--- src/rtl/debug_pkg.sv ---
// Shared constants for the debug clock controller: FSM state encoding,
// command opcodes and the divider value loaded at reset.
package debug_pkg;

    // FSM state encoding (kept as plain constants for legacy tools)
    localparam logic [1:0] ST_HALTED = 2'b00;
    localparam logic [1:0] ST_RUN    = 2'b01;
    localparam logic [1:0] ST_STEP   = 2'b10;

    // Command opcodes carried on cmd_op
    localparam logic [1:0] OP_STOP    = 2'b00;
    localparam logic [1:0] OP_RUN     = 2'b01;
    localparam logic [1:0] OP_STEP    = 2'b10;
    localparam logic [1:0] OP_SET_DIV = 2'b11;

    // Divider value after reset: one tick per cycle
    localparam int unsigned DIV_RESET = 1;

endpackage

--- src/rtl/debug_clk_ctrl_if.sv ---
// Command and status bundle of the debug clock controller.
// master: the debugger side issuing commands; slave: the controller.
interface debug_clk_ctrl_if #(
    parameter int COUNTER_BITS = 32,
    parameter int STEP_BITS    = 16
);
    logic                    cmd_valid;
    logic                    cmd_ready;
    logic [1:0]              cmd_op;
    logic [COUNTER_BITS-1:0] cmd_arg;
    logic                    halt_req;
    logic                    tick;
    logic                    running;
    logic                    halted;
    logic                    step_done;
    logic [COUNTER_BITS-1:0] divider_q;
    logic [STEP_BITS-1:0]    steps_left;

    modport master (
        output cmd_valid, cmd_op, cmd_arg, halt_req,
        input  cmd_ready, tick, running, halted, step_done, divider_q, steps_left
    );

    modport slave (
        input  cmd_valid, cmd_op, cmd_arg, halt_req,
        output cmd_ready, tick, running, halted, step_done, divider_q, steps_left
    );
endinterface

--- src/rtl/debug_tick_gen.sv ---
// Divider counter: counts 0..div_eff-1 while enabled and flags the last
// count with wrap. Held at 0 whenever disabled or cleared.
module debug_tick_gen #(
    parameter int COUNTER_BITS = 32
) (
    input  logic                    clk,
    input  logic                    reset_n,
    input  logic                    enable,
    input  logic                    clear,
    input  logic [COUNTER_BITS-1:0] div_eff,
    output logic                    wrap
);

    logic [COUNTER_BITS-1:0] cnt_q;
    logic [COUNTER_BITS-1:0] cnt_d;

    assign wrap = enable && (cnt_q == div_eff - COUNTER_BITS'(1));

    // Next count: restart on clear/disable or at the end of the period
    always_comb begin
        // NOTE: default assignment first so every path drives cnt_d and no latch is inferred.
        cnt_d = '0;
        if (enable && !clear && !wrap) begin
            cnt_d = cnt_q + COUNTER_BITS'(1);
        end
    end

    // Counter register
    always_ff @(posedge clk or negedge reset_n) begin
        // NOTE: async reset goes in the sensitivity list; state uses <= so all registers update together.
        if (!reset_n) begin
            cnt_q <= '0;
        end else begin
            cnt_q <= cnt_d;
        end
    end

endmodule

--- src/rtl/debug_clk_ctrl.sv ---
// Debug clock controller: gates a core-clock enable (tick) under debugger
// control with STOP / RUN / STEP n / SET_DIV commands and a halt request.
module debug_clk_ctrl #(
    parameter int COUNTER_BITS = 32,
    parameter int STEP_BITS    = 16
) (
    input logic             clk,
    input logic             reset_n,
    debug_clk_ctrl_if.slave bus
);
    import debug_pkg::*;

    logic [1:0]              state_q, state_d;
    logic                    tick_q, tick_d;
    logic                    step_done_q, step_done_d;
    logic [STEP_BITS-1:0]    steps_left_q, steps_left_d;
    logic [COUNTER_BITS-1:0] div_q, div_d;

    logic [COUNTER_BITS-1:0] div_eff;
    logic [STEP_BITS-1:0]    step_arg;
    logic                    active;
    logic                    accept;
    logic                    restart;
    logic                    cnt_clear;
    logic                    wrap;

    assign div_eff   = (div_q == '0) ? COUNTER_BITS'(1) : div_q;
    assign step_arg  = bus.cmd_arg[STEP_BITS-1:0];
    assign active    = (state_q != ST_HALTED);
    assign accept    = bus.cmd_valid && bus.cmd_ready;
    // Counter restarts on any command that restarts the period and whenever we end up halted
    assign cnt_clear = restart || (state_d == ST_HALTED);

    debug_tick_gen #(
        .COUNTER_BITS(COUNTER_BITS)
    ) u_tick_gen (
        .clk     (clk),
        .reset_n (reset_n),
        .enable  (active),
        .clear   (cnt_clear),
        .div_eff (div_eff),
        .wrap    (wrap)
    );

    // Next-state: halt_req wins, then natural ticks, then accepted commands
    always_comb begin
        state_d      = state_q;
        steps_left_d = steps_left_q;
        div_d        = div_q;
        tick_d       = 1'b0;
        step_done_d  = 1'b0;
        restart      = 1'b0;

        if (active && bus.halt_req) begin
            // Any command accepted on this edge is consumed without effect
            state_d = ST_HALTED;
        end else begin
            if (wrap) begin
                tick_d = 1'b1;
                if (state_q == ST_STEP) begin
                    steps_left_d = steps_left_q - STEP_BITS'(1);
                    if (steps_left_q == STEP_BITS'(1)) begin
                        state_d     = ST_HALTED;
                        step_done_d = 1'b1;
                    end
                end
            end

            // Commands are only accepted in HALTED or RUN, never alongside a STEP tick
            if (accept) begin
                case (bus.cmd_op)
                    OP_STOP: begin
                        state_d = ST_HALTED;
                        tick_d  = 1'b0;
                    end
                    OP_RUN: begin
                        if (state_q == ST_HALTED) begin
                            state_d = ST_RUN;
                            restart = 1'b1;
                        end
                    end
                    OP_STEP: begin
                        tick_d  = 1'b0;
                        restart = 1'b1;
                        if (step_arg != '0) begin
                            state_d      = ST_STEP;
                            steps_left_d = step_arg;
                        end else begin
                            state_d     = ST_HALTED;
                            step_done_d = 1'b1;
                        end
                    end
                    OP_SET_DIV: begin
                        div_d = bus.cmd_arg;
                        if (state_q == ST_RUN) begin
                            tick_d  = 1'b0;
                            restart = 1'b1;
                        end
                    end
                    default: ;
                endcase
            end
        end
    end

    // Control and status registers
    always_ff @(posedge clk or negedge reset_n) begin
        if (!reset_n) begin
            state_q      <= ST_HALTED;
            tick_q       <= 1'b0;
            step_done_q  <= 1'b0;
            steps_left_q <= '0;
            div_q        <= COUNTER_BITS'(DIV_RESET);
        end else begin
            state_q      <= state_d;
            tick_q       <= tick_d;
            step_done_q  <= step_done_d;
            steps_left_q <= steps_left_d;
            div_q        <= div_d;
        end
    end

    assign bus.cmd_ready  = (state_q != ST_STEP);
    assign bus.tick       = tick_q;
    assign bus.running    = active;
    assign bus.halted     = (state_q == ST_HALTED);
    assign bus.step_done  = step_done_q;
    assign bus.divider_q  = div_q;
    assign bus.steps_left = steps_left_q;

endmodule

--- src/flat_wrapper.sv ---
// flat-port wrapper written by rule: the top's interface ports become plain ports
module debug_clk_ctrl_flat import debug_pkg::*;
#(
    parameter int COUNTER_BITS = 32,
    parameter int STEP_BITS    = 16
)
  (clk, reset_n, bus_cmd_valid, bus_cmd_op, bus_cmd_arg, bus_halt_req, bus_cmd_ready, bus_tick, bus_running, bus_halted, bus_step_done, bus_divider_q, bus_steps_left);
  debug_clk_ctrl_if #(.COUNTER_BITS(COUNTER_BITS), .STEP_BITS(STEP_BITS)) bus_i ();
  input logic clk;
  input logic reset_n;
  input wire logic [$bits(bus_i.cmd_valid)-1:0] bus_cmd_valid;
  input wire logic [$bits(bus_i.cmd_op)-1:0] bus_cmd_op;
  input wire logic [$bits(bus_i.cmd_arg)-1:0] bus_cmd_arg;
  input wire logic [$bits(bus_i.halt_req)-1:0] bus_halt_req;
  output wire logic [$bits(bus_i.cmd_ready)-1:0] bus_cmd_ready;
  output wire logic [$bits(bus_i.tick)-1:0] bus_tick;
  output wire logic [$bits(bus_i.running)-1:0] bus_running;
  output wire logic [$bits(bus_i.halted)-1:0] bus_halted;
  output wire logic [$bits(bus_i.step_done)-1:0] bus_step_done;
  output wire logic [$bits(bus_i.divider_q)-1:0] bus_divider_q;
  output wire logic [$bits(bus_i.steps_left)-1:0] bus_steps_left;
  assign bus_i.cmd_valid = bus_cmd_valid;
  assign bus_i.cmd_op = bus_cmd_op;
  assign bus_i.cmd_arg = bus_cmd_arg;
  assign bus_i.halt_req = bus_halt_req;
  assign bus_cmd_ready = bus_i.cmd_ready;
  assign bus_tick = bus_i.tick;
  assign bus_running = bus_i.running;
  assign bus_halted = bus_i.halted;
  assign bus_step_done = bus_i.step_done;
  assign bus_divider_q = bus_i.divider_q;
  assign bus_steps_left = bus_i.steps_left;
  debug_clk_ctrl #(.COUNTER_BITS(COUNTER_BITS), .STEP_BITS(STEP_BITS)) u_core (.clk(clk), .reset_n(reset_n), .bus(bus_i));
endmodule
--- config.mk ---
export PLATFORM = sky130hd
export DESIGN_NAME = debug_clk_ctrl_flat
export DESIGN_NICKNAME = d
export VERILOG_FILES = /design/src/rtl/debug_pkg.sv /design/src/rtl/debug_clk_ctrl_if.sv /design/src/rtl/debug_tick_gen.sv /design/src/rtl/debug_clk_ctrl.sv /design/src/flat_wrapper.sv
export SDC_FILE = /design/constraint.sdc
export NUM_CORES = 1
export LEC_CHECK = 0
export ABC_CLOCK_PERIOD_IN_PS = 9700
export CORE_MARGIN = 2
export CORE_UTILIZATION = 55
export DETAILED_ROUTE_END_ITERATION = 6
export PLACE_DENSITY = 0.81
export SYNTH_ARGS = -nofsm -noshare
export SYNTH_HDL_FRONTEND = slang
export SYNTH_SLANG_ARGS = --single-unit
--- constraint.sdc ---
create_clock -name clk -period 9.7 [get_ports clk]
set_clock_uncertainty 0.05 [all_clocks]
set_input_delay 0.97 -clock clk [delete_from_list [all_inputs] [get_ports clk]]
set_output_delay 0.97 -clock clk [all_outputs]
set_load 0.02 [all_outputs]
# After elaboration in Yosys (flattened, before gate mapping)
# Cells that the tools add are included.
classes:
  n_eq_ne: 8
  n_lt_le_gt_ge: 0
  multipliers: 0
  div: 0
  n_mux: 32
  addsub: 3
  n_reduce_logical: 16
  shift: 0
  bitwise: 1
op_table:
  columns: ["operator", "count"]
  rows:
  - ["2-to-1 mux 16 bit", 5]
  - ["2-to-1 mux 32 bit", 2]
  - ["adder 32 x 1 -> 32 bit, second input constant", 1]
  - ["equality test 32 bit", 1]
  - ["logical NOT 32 bit", 1]
  - ["subtractor 32 x 1 -> 32 bit, second input constant", 1]
  - ["equality test 16 x 1 -> 1 bit, second input constant", 1]
  - ["nonzero test 16 bit", 1]
  - ["subtractor 16 x 1 -> 16 bit, second input constant", 1]
  - ["2-to-1 mux 1 bit", 15]
  - ["2-to-1 mux 2 bit", 7]
  - ["equality test 2 bit, second input constant", 3]
  - ["logical NOT 2 bit", 3]
  - ["one-hot mux 2 bit (3 select lines)", 1]
  - ["logical AND 1 bit", 5]
  - ["equality test 2 x 1 -> 1 bit, second input constant", 2]
  - ["one-hot mux 1 bit (3 select lines)", 1]
  - ["AND reduction 3 bit", 1]
  - ["logical NOT 1 bit", 2]
  - ["inequality test 2 bit, second input constant", 1]
  - ["one-hot mux 1 bit (2 select lines)", 1]
  - ["nonzero test 2 bit", 1]
  - ["OR reduction 2 bit", 1]
  - ["logical OR 1 bit", 1]
  - ["NOT 1 bit", 1]
word_totals:
  ramBits: 0
  mem_count: 0
  reg_bits: 84
  output_inout_bits: 53
  in_bits: 38
  mem_bits_ro: 0
  latch_bits: 0
  word_cells: 66

# Logic depth before layout (Yosys ltp)
# Gate-level depths: netlist of the first run.
depth:
  depth_word: 16
  depth_mapped: 16
  mapped_depth_nobuf: 13

# Cells and area by module
# From an unflattened synthesis of the first run, not the netlist that was laid out.
hier_totals:
  hier_cells: 642
  hier_area_um2: 5719.2
modules_own_cells:
  columns: ["mod", "cells_per_inst", "area_per_inst_um2", "instances", "seq_area_each_um2"]
  rows:
  - ["debug_tick_gen", 376, 3010.4, 1, 800.8]
  - ["debug_clk_ctrl", 266, 2708.8, 1, 1302.5]

# Worst setup path before layout of the first run
# No wires, ideal clock.
synth_path:
  path_type: "flip-flop to flip-flop"
  startpoint: "register u_core.div_q[9] (netlist: u_core.bus.divider_q[9])"
  endpoint: "register u_core.steps_left_q[8] (netlist: u_core.bus.steps_left[8])"
  period_less_slack_ns: 4.203
  path_slack_ns: 5.497
  t_arrival_ns: 4.065
  setup_ns: 0.088
  required_time_ns: 9.562
  n_path_buf: 3
  stages_incl_launch_ff: 17
  cell_sequence: "dfrtp_1 clkbuf_1 nor2_1 and4_1 buf_4 a31oi_1 ha_1 or3b_2 or4_1 a21oi_1 nand4b_1 nor3_1 nand4_1 or4_1 clkbuf_2 o31ai_1 nor3b_1"
synth_between:
  elab_chain_cells: 9
synth_rtl:
  columns: ["element", "line", "text"]
  rows:
  - ["start: declaration", "debug_clk_ctrl.sv:17", "logic [COUNTER_BITS-1:0] div_q, div_d;"]
  - ["start signal: assignment", "debug_clk_ctrl.sv:113", "div_q <= COUNTER_BITS'(DIV_RESET);"]
  - ["start signal: assignment", "debug_clk_ctrl.sv:119", "div_q <= div_d;"]
  - ["logical NOT 32 bit", "debug_clk_ctrl.sv:27", "assign div_eff = (div_q == '0) ? COUNTER_BITS'(1) : div_q;"]
  - ["2-to-1 mux 32 bit *", "debug_clk_ctrl.sv:27", null]
  - ["subtractor 32 x 1 -> 32 bit *", "debug_tick_gen.sv:17", "assign wrap = enable && (cnt_q == div_eff - COUNTER_BITS'(1));"]
  - ["equality test 32 bit *", "debug_tick_gen.sv:17", null]
  - ["logical AND 1 bit *", "debug_tick_gen.sv:17", null]
  - ["2-to-1 mux 16 bit *", "debug_clk_ctrl.sv:58", "if (wrap) begin"]
  - ["2-to-1 mux 16 bit", "debug_clk_ctrl.sv:85", "if (step_arg != '0) begin"]
  - ["2-to-1 mux 16 bit", "debug_clk_ctrl.sv:71", "case (bus.cmd_op)"]
  - ["2-to-1 mux 16 bit *", "debug_clk_ctrl.sv:70", "if (accept) begin"]
  - ["end signal: assignment", "debug_clk_ctrl.sv:118", "steps_left_q <= steps_left_d;"]
  - ["end: declaration", "debug_clk_ctrl.sv:16", "logic [STEP_BITS-1:0] steps_left_q, steps_left_d;"]
# Mark *: on every way between the ends. The rest lies on a longest branch, timed or not.
# A chain may end at the register's enable or synchronous reset.

# Final worst setup path of the first run
layout_path:
  startpoint: "register u_core.div_q[5] (netlist: u_core.bus.divider_q[5])"
  endpoint: "register u_core.u_tick_gen.cnt_q[18]"
layout_between:
  elab_chain_cells: 16
  elab_cells_between_ends: 17
  classes_between: "add/sub: 1; eq/ne: 1; mux: 7; reduce/logical: 8"
layout_rtl:
  columns: ["element", "line", "text"]
  rows:
  - ["logical NOT 32 bit", "debug_clk_ctrl.sv:27", null]
  - ["2-to-1 mux 32 bit *", "debug_clk_ctrl.sv:27", null]
  - ["subtractor 32 x 1 -> 32 bit *", "debug_tick_gen.sv:17", null]
  - ["equality test 32 bit *", "debug_tick_gen.sv:17", null]
  - ["logical AND 1 bit *", "debug_tick_gen.sv:17", null]
  - ["2-to-1 mux 2 bit", "debug_clk_ctrl.sv:58", null]
  - ["2-to-1 mux 2 bit", "debug_clk_ctrl.sv:77", "if (state_q == ST_HALTED) begin"]
  - ["one-hot mux 2 bit (3 select lines)", "debug_clk_ctrl.sv:71", null]
  - ["2-to-1 mux 2 bit", "debug_clk_ctrl.sv:70", null]
  - ["2-to-1 mux 2 bit", "debug_clk_ctrl.sv:54", "if (active && bus.halt_req) begin"]
  - ["logical NOT 2 bit", "debug_clk_ctrl.sv:32", "assign cnt_clear = restart || (state_d == ST_HALTED);"]
  - ["logical OR 1 bit", "debug_clk_ctrl.sv:32", null]
  - ["logical NOT 1 bit", "debug_tick_gen.sv:23", "if (enable && !clear && !wrap) begin"]
  - ["logical AND 1 bit", "debug_tick_gen.sv:23", null]
  - ["logical AND 1 bit *", "debug_tick_gen.sv:23", null]
  - ["2-to-1 mux 32 bit *", "debug_tick_gen.sv:23", null]
  - ["via u_core.u_tick_gen.cnt_d[18]", "debug_tick_gen.sv:15", "logic [COUNTER_BITS-1:0] cnt_d;"]
  - ["end signal: assignment", "debug_tick_gen.sv:34", "cnt_q <= cnt_d;"]
  - ["end: declaration", "debug_tick_gen.sv:14", "logic [COUNTER_BITS-1:0] cnt_q;"]
# The timed path passes the listed nets; every way through them passes the cells marked *.

==> metrics.md, run 1 <==
| Metric | Value |
|---|---|
| Worst Setup Start Kind | `flop` |
| Cell Area, Synth | `0.00537 mm^2` |
| Final hold vios | `0` |
| Via count | `4,924` |
| Post-Synth XOR/XNOR Area | `10.6%` |
| Number of enable flip-flop cells after synthesis | `0` |
| Maximum ir drop on the vdd rail | `0.123 mV` |
| Setup CP Type | `reg2reg` |
| Adder and majority gate portion of the synthesized area | `0.932%` |
| Post-CTS Setup Repair Bufs | `0` |
| Fin area | `0.00658 mm^2` |
| Resized cells post-CTS | `0` |
| Fraction of registers with async set or reset after synthesis | `100%` |
| Top FF cell, synth | `dfrtp_1` |
| Final worst path period share | `51.8%` |
| Sequential share of the synthesized area | `39.1%` |
| Final critical delay including setup and external delays | `5020 ps` |
| Share of synthesized cell area in and, or, nand and nor gates | `29.2%` |
| Fraction of layout cells with a size suffix above 1 | `10.2%` |
| Depth of the CTS H-tree | `3` |
| Most used cells in the layout excluding fill and tap cells | `clkdlybuf4s50_1, dfrtp_1, nor2_1` |
| Average instance area after synthesis | `9.20 um^2` |
| Arrival time reported for the critical path endpoint | `5200 ps` |
| Avg Vias per Cell | `6.10` |
| Smallest hold slack | `491 ps` |
| Clock tree sinks | `84` |
| Hold-fix buffer count after cts | `0` |
| Net count, final | `711` |
| Starting utilization of the core area | `55.7%` |
| Final routed wirelength across all metal layers | `15.0 mm` |
| Clock Pin Slew Worst Setup and Hold Paths | `90 ps` |
| Num ports | `91` |
| Setup slack of the most critical reg-to-reg path | `4680 ps` |
| Post-synthesis compound-gate area fraction | `10.3%` |
| Source-to-sink clock delay at the later pin of the worst-skew pair | `400 ps` |
| Via count of the first global-routing pass | `4,650` |
| Average detailed-routed wire length per instance | `18.6 um` |
| CTS tree | `yes` |
| Worst path required time | `9880 ps` |
| Final ANT Viol Nets | `0` |
| Pre-Repair DR Iteration Count | `5` |
| Worst rel slew slack | `27.6%` |
| Critical Path Fanout Max | `32` |
| Largest net degree at the start of global routing | `85` |
| Remaining routing DRC violations | `0` |
| Slew of the pin with the lowest slew margin | `1090 ps` |
| Final number of max-transition violations | `0` |
| Setup tns final | `0 ps` |
| Floorplan die width | `103 um` |
| Multiplexer fraction of the synthesized cell area | `7.66%` |
| Mapped Nets | `626` |
| Placement row count | `36` |
| Most common cell after layout, fill and taps aside | `clkdlybuf4s50_1` |
| Type of destination of the critical path | `flop` |
| Diodes inserted | `0` |
| HP Start | `u_core.u_tick_gen.cnt_q[0]$_DFF_PN0_` |
| Area of the die | `0.0106 mm^2` |
| DP HPWL | `11.3 mm` |
| Drt initial violations | `404` |
| Library cell used as clock root buffer | `clkbuf_8` |
| Class of the most critical hold timing path | `reg2reg` |
| Reg-to-reg startpoint | `u_core.bus.divider_q[5]$_DFFE_PN0P_` |
| Number of clock buffers inserted by TritonCTS | `9` |
| P_leak | `0.00255 uW` |
| Synth-to-layout area growth | `22.5%` |
| Synth Warn # | `0` |
| # port buffers | `90` |
| Synth cell types | `65` |
| Wire length of the first global-routing pass | `24.0 mm` |
| Vertical die dimension | `103 um` |
| Power per Cell Area | `185 mW/mm^2` |
| Total of flip-flops plus latches after synthesis | `84` |
| Number of instances in the synthesized netlist | `584` |
| Placeable core region | `0.00964 mm^2` |
| Finish-stage setup viols | `0` |
| Setup repair after global routing missed its margin | `false` |
| Result of the run | `finished clean` |
| Global-route congestion overflow total | `0` |
| Launch point of the worst path | `u_core.bus.divider_q[5]$_DFFE_PN0P_` |
| Antenna violations before repair | `0` |
| Clock Path Buffers | `2` |
| Upper clock frequency limit | `199 MHz` |
| Combinational family with the most area after synthesis | `simple AND/OR/NAND/NOR gates` |
| Post-DP Area | `0.00638 mm^2` |
| Fraction of the core area covered by cells at the end of the flow | `68.3%` |
| Max-cap viol count | `0` |
| All-layer global routing usage | `29.9%` |
| Final RePlAce weighted congestion | `0.926` |
==> cell usage after synthesis, types with 2 or more instances <==
library cell,count,share of area (%)
o21a_1,2,0.28
nand4_1,16,1.9
nor4_1,19,2.2
mux2i_1,4,0.75
a21oi_1,15,1.4
or4_1,6,0.84
or3_1,7,0.82
nor2b_1,8,0.93
a211o_1,2,0.33
and2_1,3,0.35
o21ai_0,9,0.84
ha_1,4,0.93
a31oi_1,6,0.70
nor2_1,70,4.9
nor4_2,3,0.70
nand2_1,42,2.9
clkbuf_1,12,0.84
xor2_1,39,6.4
a2bb2oi_1,2,0.33
a31o_2,4,0.65
o311ai_0,2,0.33
nand2b_1,6,0.70
xnor2_1,26,4.2
a211oi_1,8,1.1
nand4b_1,3,0.49
nand3b_1,3,0.42
o31ai_1,2,0.28
o22ai_1,5,0.58
nor3b_1,5,0.70
nor4_4,2,0.79
and3_1,21,2.4
a2111o_1,2,0.42
o31a_1,2,0.33
and4_1,6,0.98
buf_1,3,0.21
o22a_1,2,0.33
inv_1,10,0.70
nand3_1,32,3.0
dfrtp_1,83,39
buf_2,2,0.19
nor3_1,30,2.8
mux2_2,33,6.9
==> report_power, final <==
group / leakage, uW / switching [uW] / total (uW) / internal, uW
sequential: 0.00106 / 109 / 513 / 404
clock: 0.000103 / 133 / 260 / 127
combinational: 0.00138 / 227 / 446 / 219
==> state kept, by name, summed over array words and instances (netlist names) <==
name	cells
u_core.state_q	2
u_core.bus.tick	1
u_core.bus.steps_left	16
u_core.bus.step_done	1
u_core.u_tick_gen.cnt_q	32
u_core.bus.divider_q	32
==> logic make-up (layout without fill, tap and decap cells) <==
family | count (synthesis) | after routing
compound gates | 75 | 75
xor+xnor | 65 | 65
fa+ha+maj | 4 | 4
buf+inv | 29 | 119
flops | 84 | 84
mux | 37 | 37
simple gates | 290 | 290
==> path summary, 6_finish.rpt <==
path | endpoint | cells after the start
hold reg to reg | u_core.u_tick_gen.cnt_q[0]$_DFF_PN0_ | 1
setup reg to reg | u_core.u_tick_gen.cnt_q[18]$_DFF_PN0_ | 13
hold / removal | u_core.u_tick_gen.cnt_q[0]$_DFF_PN0_ | 1
setup / recovery | u_core.u_tick_gen.cnt_q[18]$_DFF_PN0_ | 13
max in group asynchronous | u_core.bus.steps_left[15]$_DFFE_PN0N_ | 1
min in group asynchronous | u_core.u_tick_gen.cnt_q[29]$_DFF_PN0_ | 1
==> worst max-delay path: stages (launching register included) <==
cell,delay (ps)
dfrtp_1,500
nor4_2,590
and4_1,470
a31oi_1,170
ha_1,300
nor3b_2,220
nand3_1,170
nor2_1,70
o311ai_0,270
a21oi_1,80
a2111o_1,500
nor3_1,430
a211o_1,890
nor2_1,130
==> metal layers <==
layer	track usage (%)	part of all wire, %	vias to the layer above	wire, um
met5	0	0	-	0
met3	7.73	7.2	36	1080
met2	43.6	45	184	6730
met4	10.9	2.7	0	401
met1	43.2	45	2388	6830
li1	-	-	2316	-
==> layout make-up <==
class                           instances  area, um^2
Sequential cell                        84        2100
Inverter                               10        37.5
Timing Repair Buffer                   93         921
Clock buffer                           11         141
Multi-Input combinational cell        471        3150
Fill cell                             822        3060
Tap cell                              133         166
Clock inverter                          5        61.3
==> per-stage QoR <==
| stage | worst slack, ps | total power (uW) | cells |
|---|---|---|---|
| 5_1_grt | 4150 | 1290 | 807 |
| 3_5_place_dp | 4750 | 961 | 791 |
| 6_report | 4680 | 1220 | 807 |
| 4_1_cts | 4730 | 1220 | 807 |
| 3_3_place_gp | 4910 | 950 | 791 |
| 2_1_floorplan | 5500 | 755 | 584 |
No activity file was read; power rests on OpenSTA's default activity.
==> run 2, diff against run 1 <==
--- a/config.mk
+++ b/config.mk
@@ -5,11 +5,11 @@
 export SDC_FILE = /design/constraint.sdc
 export NUM_CORES = 1
 export LEC_CHECK = 0
-export ABC_CLOCK_PERIOD_IN_PS = 9700
+export ABC_CLOCK_PERIOD_IN_PS = 5300
 export CORE_MARGIN = 2
-export CORE_UTILIZATION = 55
+export CORE_UTILIZATION = 54
 export DETAILED_ROUTE_END_ITERATION = 6
-export PLACE_DENSITY = 0.81
+export PLACE_DENSITY = 0.8
 export SYNTH_ARGS = -nofsm -noshare
 export SYNTH_HDL_FRONTEND = slang
 export SYNTH_SLANG_ARGS = --single-unit
==> constraint.sdc (replaced) <==
create_clock -name clk -period 5.3 [get_ports clk]
set_clock_uncertainty 0.05 [all_clocks]
set_input_delay 0.53 -clock clk [delete_from_list [all_inputs] [get_ports clk]]
set_output_delay 0.53 -clock clk [all_outputs]
set_load 0.02 [all_outputs]
==> run 2 against run 1 <==
Net effect:
- power is 91% higher
- cell count is 0.62% higher
- worst hold slack worse by 200 ps
- global-route usage is 0.63 points higher
- clock power is 110% higher
- sequential power is 83% higher
- die area is 1.8% higher
- largest cell class unchanged
==> metrics.md, run 2 (same netlist as run 1, synthesis figures left out) <==
| Metric | Value |
|---|---|
| Result of the run | `finished clean` |
| Area of the die | `0.0108 mm^2 (+1.8%)` |
| Worst rel slew slack | `20.0% (-7.6 points)` |
| CTS tree | `yes` |
| Class of the most critical hold timing path | `in2async` |
| Type of destination of the critical path | `flop` |
| Largest net degree at the start of global routing | `85 (unchanged)` |
| Final critical delay including setup and external delays | `4870 ps (-153 ps)` |
| Fill cell count | `794 (-3.4%)` |
| Via count of the first global-routing pass | `4,785 (+2.9%)` |
| Depth of the CTS H-tree | `3 (unchanged)` |
| Via count | `4,998 (+1.5%)` |
| Finish-stage setup viols | `0 (unchanged)` |
| Final RePlAce weighted congestion | `0.933 (+0.79%)` |
| Setup CP Type | `reg2reg` |
| Final ANT Viol Nets | `0 (unchanged)` |
| Final hold vios | `0 (unchanged)` |
| Setup tns final | `0 ps (unchanged)` |
| Maximum ir drop on the vdd rail | `0.256 mV (+110%)` |
| Num ports | `91 (unchanged)` |
| Pre-Repair DR Iteration Count | `5 (unchanged)` |
| Post-CTS Setup Repair Bufs | `0 (unchanged)` |
| Source-to-sink clock delay at the later pin of the worst-skew pair | `390 ps (about the same)` |
| Slew of the pin with the lowest slew margin | `1200 ps (+112 ps)` |
| Max-cap viol count | `0 (unchanged)` |
| Hold-fix buffer count after cts | `0 (unchanged)` |
| Upper clock frequency limit | `205 MHz (+3.1%)` |
| Placeable core region | `0.00973 mm^2 (+0.93%)` |
| Average detailed-routed wire length per instance | `20.2 um (+8.2%)` |
| Number of clock buffers inserted by TritonCTS | `9 (unchanged)` |
| # port buffers | `90 (unchanged)` |
| Avg Vias per Cell | `6.16 (+0.88%)` |
| Library cell used as clock root buffer | `clkbuf_8` |
| Final routed wirelength across all metal layers | `16.4 mm (+8.9%)` |
| Arrival time reported for the critical path endpoint | `5090 ps (-110 ps)` |
| Critical Path Fanout Max | `10 (-69%)` |
| Most common cell after layout, fill and taps aside | `clkdlybuf4s50_1` |
| Clock Path Buffers | `2 (unchanged)` |
| Power per Cell Area | `349 mW/mm^2 (+89%)` |
| Fraction of layout cells with a size suffix above 1 | `11.0% (+0.81 points)` |
| Synth-to-layout area growth | `24.1%` |
| Worst Setup Start Kind | `flop` |
| Wire length of the first global-routing pass | `25.8 mm (+7.4%)` |
| Final worst path period share | `91.9% (+40 points)` |
| Resized cells post-CTS | `0 (unchanged)` |
| Vertical die dimension | `104 um (+0.88%)` |
| Clock Pin Slew Worst Setup and Hold Paths | `90 ps (about the same)` |
| Remaining routing DRC violations | `0 (unchanged)` |
| Placement row count | `36 (unchanged)` |
| Net count, final | `716 (+0.70%)` |
| Clock tree sinks | `84 (unchanged)` |
| Antenna violations before repair | `0 (unchanged)` |
| P_leak | `0.00259 uW (+1.6%)` |
| DP HPWL | `12.2 mm (+8.4%)` |
| All-layer global routing usage | `30.6% (+0.63 points)` |
| Worst path required time | `5520 ps (-4360 ps)` |
| Most used cells in the layout excluding fill and tap cells | `clkdlybuf4s50_1, dfrtp_1, nor2_1` |
| Diodes inserted | `0 (unchanged)` |
| Fraction of the core area covered by cells at the end of the flow | `68.5% (+0.20 points)` |
| Floorplan die width | `104 um (+0.88%)` |
| Global-route congestion overflow total | `0 (unchanged)` |
| Drt initial violations | `422 (+4.5%)` |
| Setup repair after global routing missed its margin | `false` |
| Final number of max-transition violations | `0 (unchanged)` |
| Starting utilization of the core area | `55.2% (-0.52 points)` |
==> run 2: changes by cell type in the layout (fill, tap and decap cells not counted), sizes merged <==
cell	change
buf	+5
clkinv	-2
bufinv	+1
clkbuf	-1
clkinvlp	+1
inv	+1
==> run 2: worst paths after layout <==
kind	slack [ps]	endpoint	startpoint	cells past startpoint
min in group clk	470	u_core.u_tick_gen.cnt_q[0]$_DFF_PN0_	u_core.u_tick_gen.cnt_q[0]$_DFF_PN0_	1
worst min register to register	470	u_core.u_tick_gen.cnt_q[0]$_DFF_PN0_	u_core.u_tick_gen.cnt_q[0]$_DFF_PN0_	1
worst min-delay path	290	u_core.u_tick_gen.cnt_q[28]$_DFF_PN0_	reset_n	1
worst max register to register	430	u_core.bus.steps_left[13]$_DFFE_PN0N_	u_core.bus.divider_q[5]$_DFFE_PN0P_	12
worst max-delay path	430	u_core.bus.steps_left[13]$_DFFE_PN0N_	u_core.bus.divider_q[5]$_DFFE_PN0P_	12
max in group asynchronous	4250	u_core.bus.steps_left[2]$_DFFE_PN0N_	reset_n	1
==> run 2: area by class of cell <==
| class | instances | area, um^2 | area share, % |
|---|---|---|---|
| flip-flops and latches | 84 | 2100 | 31.6 |
| well taps | 133 | 166 | 2.50 |
| clock buffers | 10 | 138 | 2.06 |
| inverters | 10 | 37.5 | 0.563 |
| repair buffers | 98 | 971 | 14.6 |
| clock inverters | 6 | 96.3 | 1.45 |
| multi-input cells | 471 | 3150 | 47.3 |
==> run 2: metrics by stage <==
step | total power (uW) | setup slack, ps | instances | hold slack (ps) | instance area (um^2)
CTS | 2330 | 596 | 812 | 311 | 6670
detailed placement | 1790 | 636 | 796 | 460 | 6430
finish | 2330 | 430 | 812 | 291 | 6670
global placement | 1780 | 757 | 796 | 457 | 6430
floorplan | 1380 | 1100 | 584 | 184 | 5370
global route | 2430 | 79.7 | 812 | 375 | 6670
==> run 2: critical path, stage by stage, from the launching register on <==
cell and delay, ps:
dfrtp_1 490, nor4_2 630, and4_1 470, a31oi_1 150
ha_1 260, nor3b_2 230, a31o_2 280, o31a_1 100
nor4_1 580, nand4_1 290, nor4_2 850, a31o_2 270
nand3_1 90
==> run 2: layer usage <==
metal  vias up  GRT usage, %  wire length [um]
li1       2315             -                 -
met1      2444          42.4              7230
met2       206          46.0              7510
met3        33          6.92              1190
met4         0          13.4               441
met5         -             0                 0
==> run 2: report_power, final <==
part,switching (uW),total (uW),internal (uW)
Combinational,441,853,412
Clock,251,533,283
Sequential,200,940,740
==> run 3, diff against run 2 <==
--- a/config.mk
+++ b/config.mk
@@ -9,7 +9,7 @@
 export CORE_MARGIN = 2
 export CORE_UTILIZATION = 54
 export DETAILED_ROUTE_END_ITERATION = 6
-export PLACE_DENSITY = 0.8
+export PLACE_DENSITY = 0.93
 export SYNTH_ARGS = -nofsm -noshare
 export SYNTH_HDL_FRONTEND = slang
 export SYNTH_SLANG_ARGS = --single-unit
==> constraint.sdc (replaced) <==
create_clock -name clk -period 5.3 [get_ports clk]
set_clock_uncertainty 0.05 [all_clocks]
set_input_delay 1.06 -clock clk [delete_from_list [all_inputs] [get_ports clk]]
set_output_delay 1.06 -clock clk [all_outputs]
set_load 0.02 [all_outputs]
==> run 3 against run 2 <==
Net effect:
- die area did not move
- power increased by 1.6%
- critical path type unchanged
- clock power is 4.7% higher
- cell count increased by 0.12%
- design area barely moved
- largest power group unchanged
- sequential power shrank 0.4%
- critical endpoint is now u_core.bus.steps_left[7]$_DFFE_PN0N_
- sequential share of layout area barely moved
- via count is 3.1% higher
- register-to-register slack better by 130 ps
==> metrics.md, run 3 (same netlist as run 1, synthesis figures left out) <==
| Metric | Value |
|---|---|
| Hold-fix buffer count after cts | `0 (unchanged)` |
| Global-route congestion overflow total | `0 (unchanged)` |
| Final hold vios | `0 (unchanged)` |
| Starting utilization of the core area | `55.2% (unchanged)` |
| Fraction of layout cells with a size suffix above 1 | `11.0% (-0.016 points)` |
| Via count | `5,154 (+3.1%)` |
| Power per Cell Area | `355 mW/mm^2 (+1.6%)` |
| Slew of the pin with the lowest slew margin | `1130 ps (-66.6 ps)` |
| Vertical die dimension | `104 um (unchanged)` |
| Source-to-sink clock delay at the later pin of the worst-skew pair | `370 ps (-20 ps)` |
| P_leak | `0.00259 uW (+0.17%)` |
| Arrival time reported for the critical path endpoint | `4930 ps (-160 ps)` |
| Largest net degree at the start of global routing | `85 (unchanged)` |
| Result of the run | `finished clean` |
| Drt initial violations | `480 (+14%)` |
| Fill cell count | `784 (-1.3%)` |
| Critical path's largest stage delay | `860 ps (about the same)` |
| Library cell used as clock root buffer | `clkbuf_8` |
| Worst path required time | `5500 ps (-20 ps)` |
| Floorplan die width | `104 um (unchanged)` |
| Num ports | `91 (unchanged)` |
| Slowest cell on crit path | `nor4_2` |
| Most common cell after layout, fill and taps aside | `clkdlybuf4s50_1` |
| Final routed wirelength across all metal layers | `16.5 mm (+0.78%)` |
| Clock Pin Slew Worst Setup and Hold Paths | `90 ps (about the same)` |
| Finish-stage setup viols | `0 (unchanged)` |
| Synth-to-layout area growth | `24.1% (about the same)` |
| Pre-Repair DR Iteration Count | `5 (unchanged)` |
| Diodes inserted | `0 (unchanged)` |
| Wire length of the first global-routing pass | `26.2 mm (+1.6%)` |
| Setup slack of the critical path after layout | `563 ps (+133 ps)` |
| Pre-CTS setup slack | `709 ps (+72.6 ps)` |
| Avg Vias per Cell | `6.34 (+3.0%)` |
| Fin area | `0.00667 mm^2 (about the same)` |
| Power consumption | `2360 uW (+1.6%)` |
| Final RePlAce weighted congestion | `1.03 (+10%)` |
| Final number of max-transition violations | `0 (unchanged)` |
| Average detailed-routed wire length per instance | `20.3 um (+0.66%)` |
| All-layer global routing usage | `30.7% (+0.14 points)` |
| Most used cells in the layout excluding fill and tap cells | `clkdlybuf4s50_1, dfrtp_1, nor2_1` |
| Critical Path Fanout Max | `10 (unchanged)` |
| Final ANT Viol Nets | `0 (unchanged)` |
| Worst Setup Start Kind | `flop` |
| Resized cells post-CTS | `0 (unchanged)` |
| # port buffers | `90 (unchanged)` |
| Upper clock frequency limit | `211 MHz (+2.8%)` |
| Setup repair after global routing missed its margin | `false` |
| CTS tree | `yes` |
| Setup tns final | `0 ps (unchanged)` |
| Depth of the CTS H-tree | `3 (unchanged)` |
| Setup CP Type | `reg2reg` |
| Clock tree sinks | `84 (unchanged)` |
| Area of the die | `0.0108 mm^2 (unchanged)` |
| Max-cap viol count | `0 (unchanged)` |
| Final worst path period share | `89.4% (-2.5 points)` |
| Post-CTS Setup Repair Bufs | `0 (unchanged)` |
| Worst rel slew slack | `23.9% (+3.9 points)` |
| Clock Path Buffers | `2 (unchanged)` |
| Series of cell instances along the critical path | `nor4_2 -> and4_1 -> a31oi_1 -> ha_1 -> nor3b_2 -> nand3_1 -> nor2_1 -> o311ai_0 -> a21oi_1 -> a2111o_1 -> nor4_2 -> a31oi_1 -> nor2b_1` |
| DP HPWL | `12.3 mm (+1.0%)` |
| Via count of the first global-routing pass | `4,890 (+2.2%)` |
| Final critical delay including setup and external delays | `4740 ps (-133 ps)` |
| Type of destination of the critical path | `flop` |
| Class of the most critical hold timing path | `reg2reg` |
| Remaining routing DRC violations | `0 (unchanged)` |
| Placement row count | `36 (unchanged)` |
| Maximum ir drop on the vdd rail | `0.222 mV (-13%)` |
| Placeable core region | `0.00973 mm^2 (unchanged)` |
| Antenna violations before repair | `0 (unchanged)` |
| Post-DP Area | `0.00643 mm^2 (about the same)` |
| Net count, final | `717 (+0.14%)` |
| Number of clock buffers inserted by TritonCTS | `9 (unchanged)` |
[run 3: area by class of cell]
cell class	instances	area, um^2	share of cell area [%]
timing repair buffer	99	966	14.5
sequential	84	2100	31.6
inverter	10	37.5	0.563
multi-input combinational	471	3150	47.3
clock buffer	10	128	1.91
clock inverter	6	113	1.69
tap	133	166	2.50
[run 3: path summary, 6_finish.rpt]
check / start / to / slack (ps) / cells past startpoint
setup / recovery: u_core.bus.divider_q[5]$_DFFE_PN0P_ / u_core.bus.steps_left[7]$_DFFE_PN0N_ / 560 / 13
hold / removal: u_core.u_tick_gen.cnt_q[0]$_DFF_PN0_ / u_core.u_tick_gen.cnt_q[0]$_DFF_PN0_ / 530 / 1
setup reg to reg: u_core.bus.divider_q[5]$_DFFE_PN0P_ / u_core.bus.steps_left[7]$_DFFE_PN0N_ / 560 / 13
hold reg to reg: u_core.u_tick_gen.cnt_q[0]$_DFF_PN0_ / u_core.u_tick_gen.cnt_q[0]$_DFF_PN0_ / 530 / 1
max in group asynchronous: reset_n / u_core.u_tick_gen.cnt_q[3]$_DFF_PN0_ / 3660 / 1
min in group asynchronous: reset_n / u_core.u_tick_gen.cnt_q[28]$_DFF_PN0_ / 820 / 1
[run 3: per-layer routing]
layer / up-vias / part of all wire (%) / GRT usage, %
met5: - / 0 / 0
met4: 0 / 2.3 / 9.65
met3: 39 / 7.8 / 7.17
met2: 246 / 48 / 49.4
met1: 2547 / 42 / 41.3
li1: 2322 / - / -
[run 3: worst max-delay path, delay by kind of cell, from the launching register on]
| family | cells | cell delay [ps] |
|---|---|---|
| simple gates | 7 | 2570 |
| fa+ha+maj | 1 | 290 |
| compound gates | 5 | 1200 |
| flops | 1 | 500 |
[run 3: metrics by stage]
| stage | instances | util, % | hold WS, ps |
|---|---|---|---|
| global placement | 797 | 66.0 | 476 |
| detailed placement | 797 | 66.0 | 512 |
| finish | 813 | 68.5 | 529 |
| global route | 813 | 68.5 | 564 |
| CTS | 813 | 68.5 | 521 |
| floorplan | 584 | - | 424 |
[run 3: power by group]
group	internal, uW	total, uW	switching, uW
sequential	740	936	197
combinational	413	869	457
clock	314	558	244
total	1470	2360	897
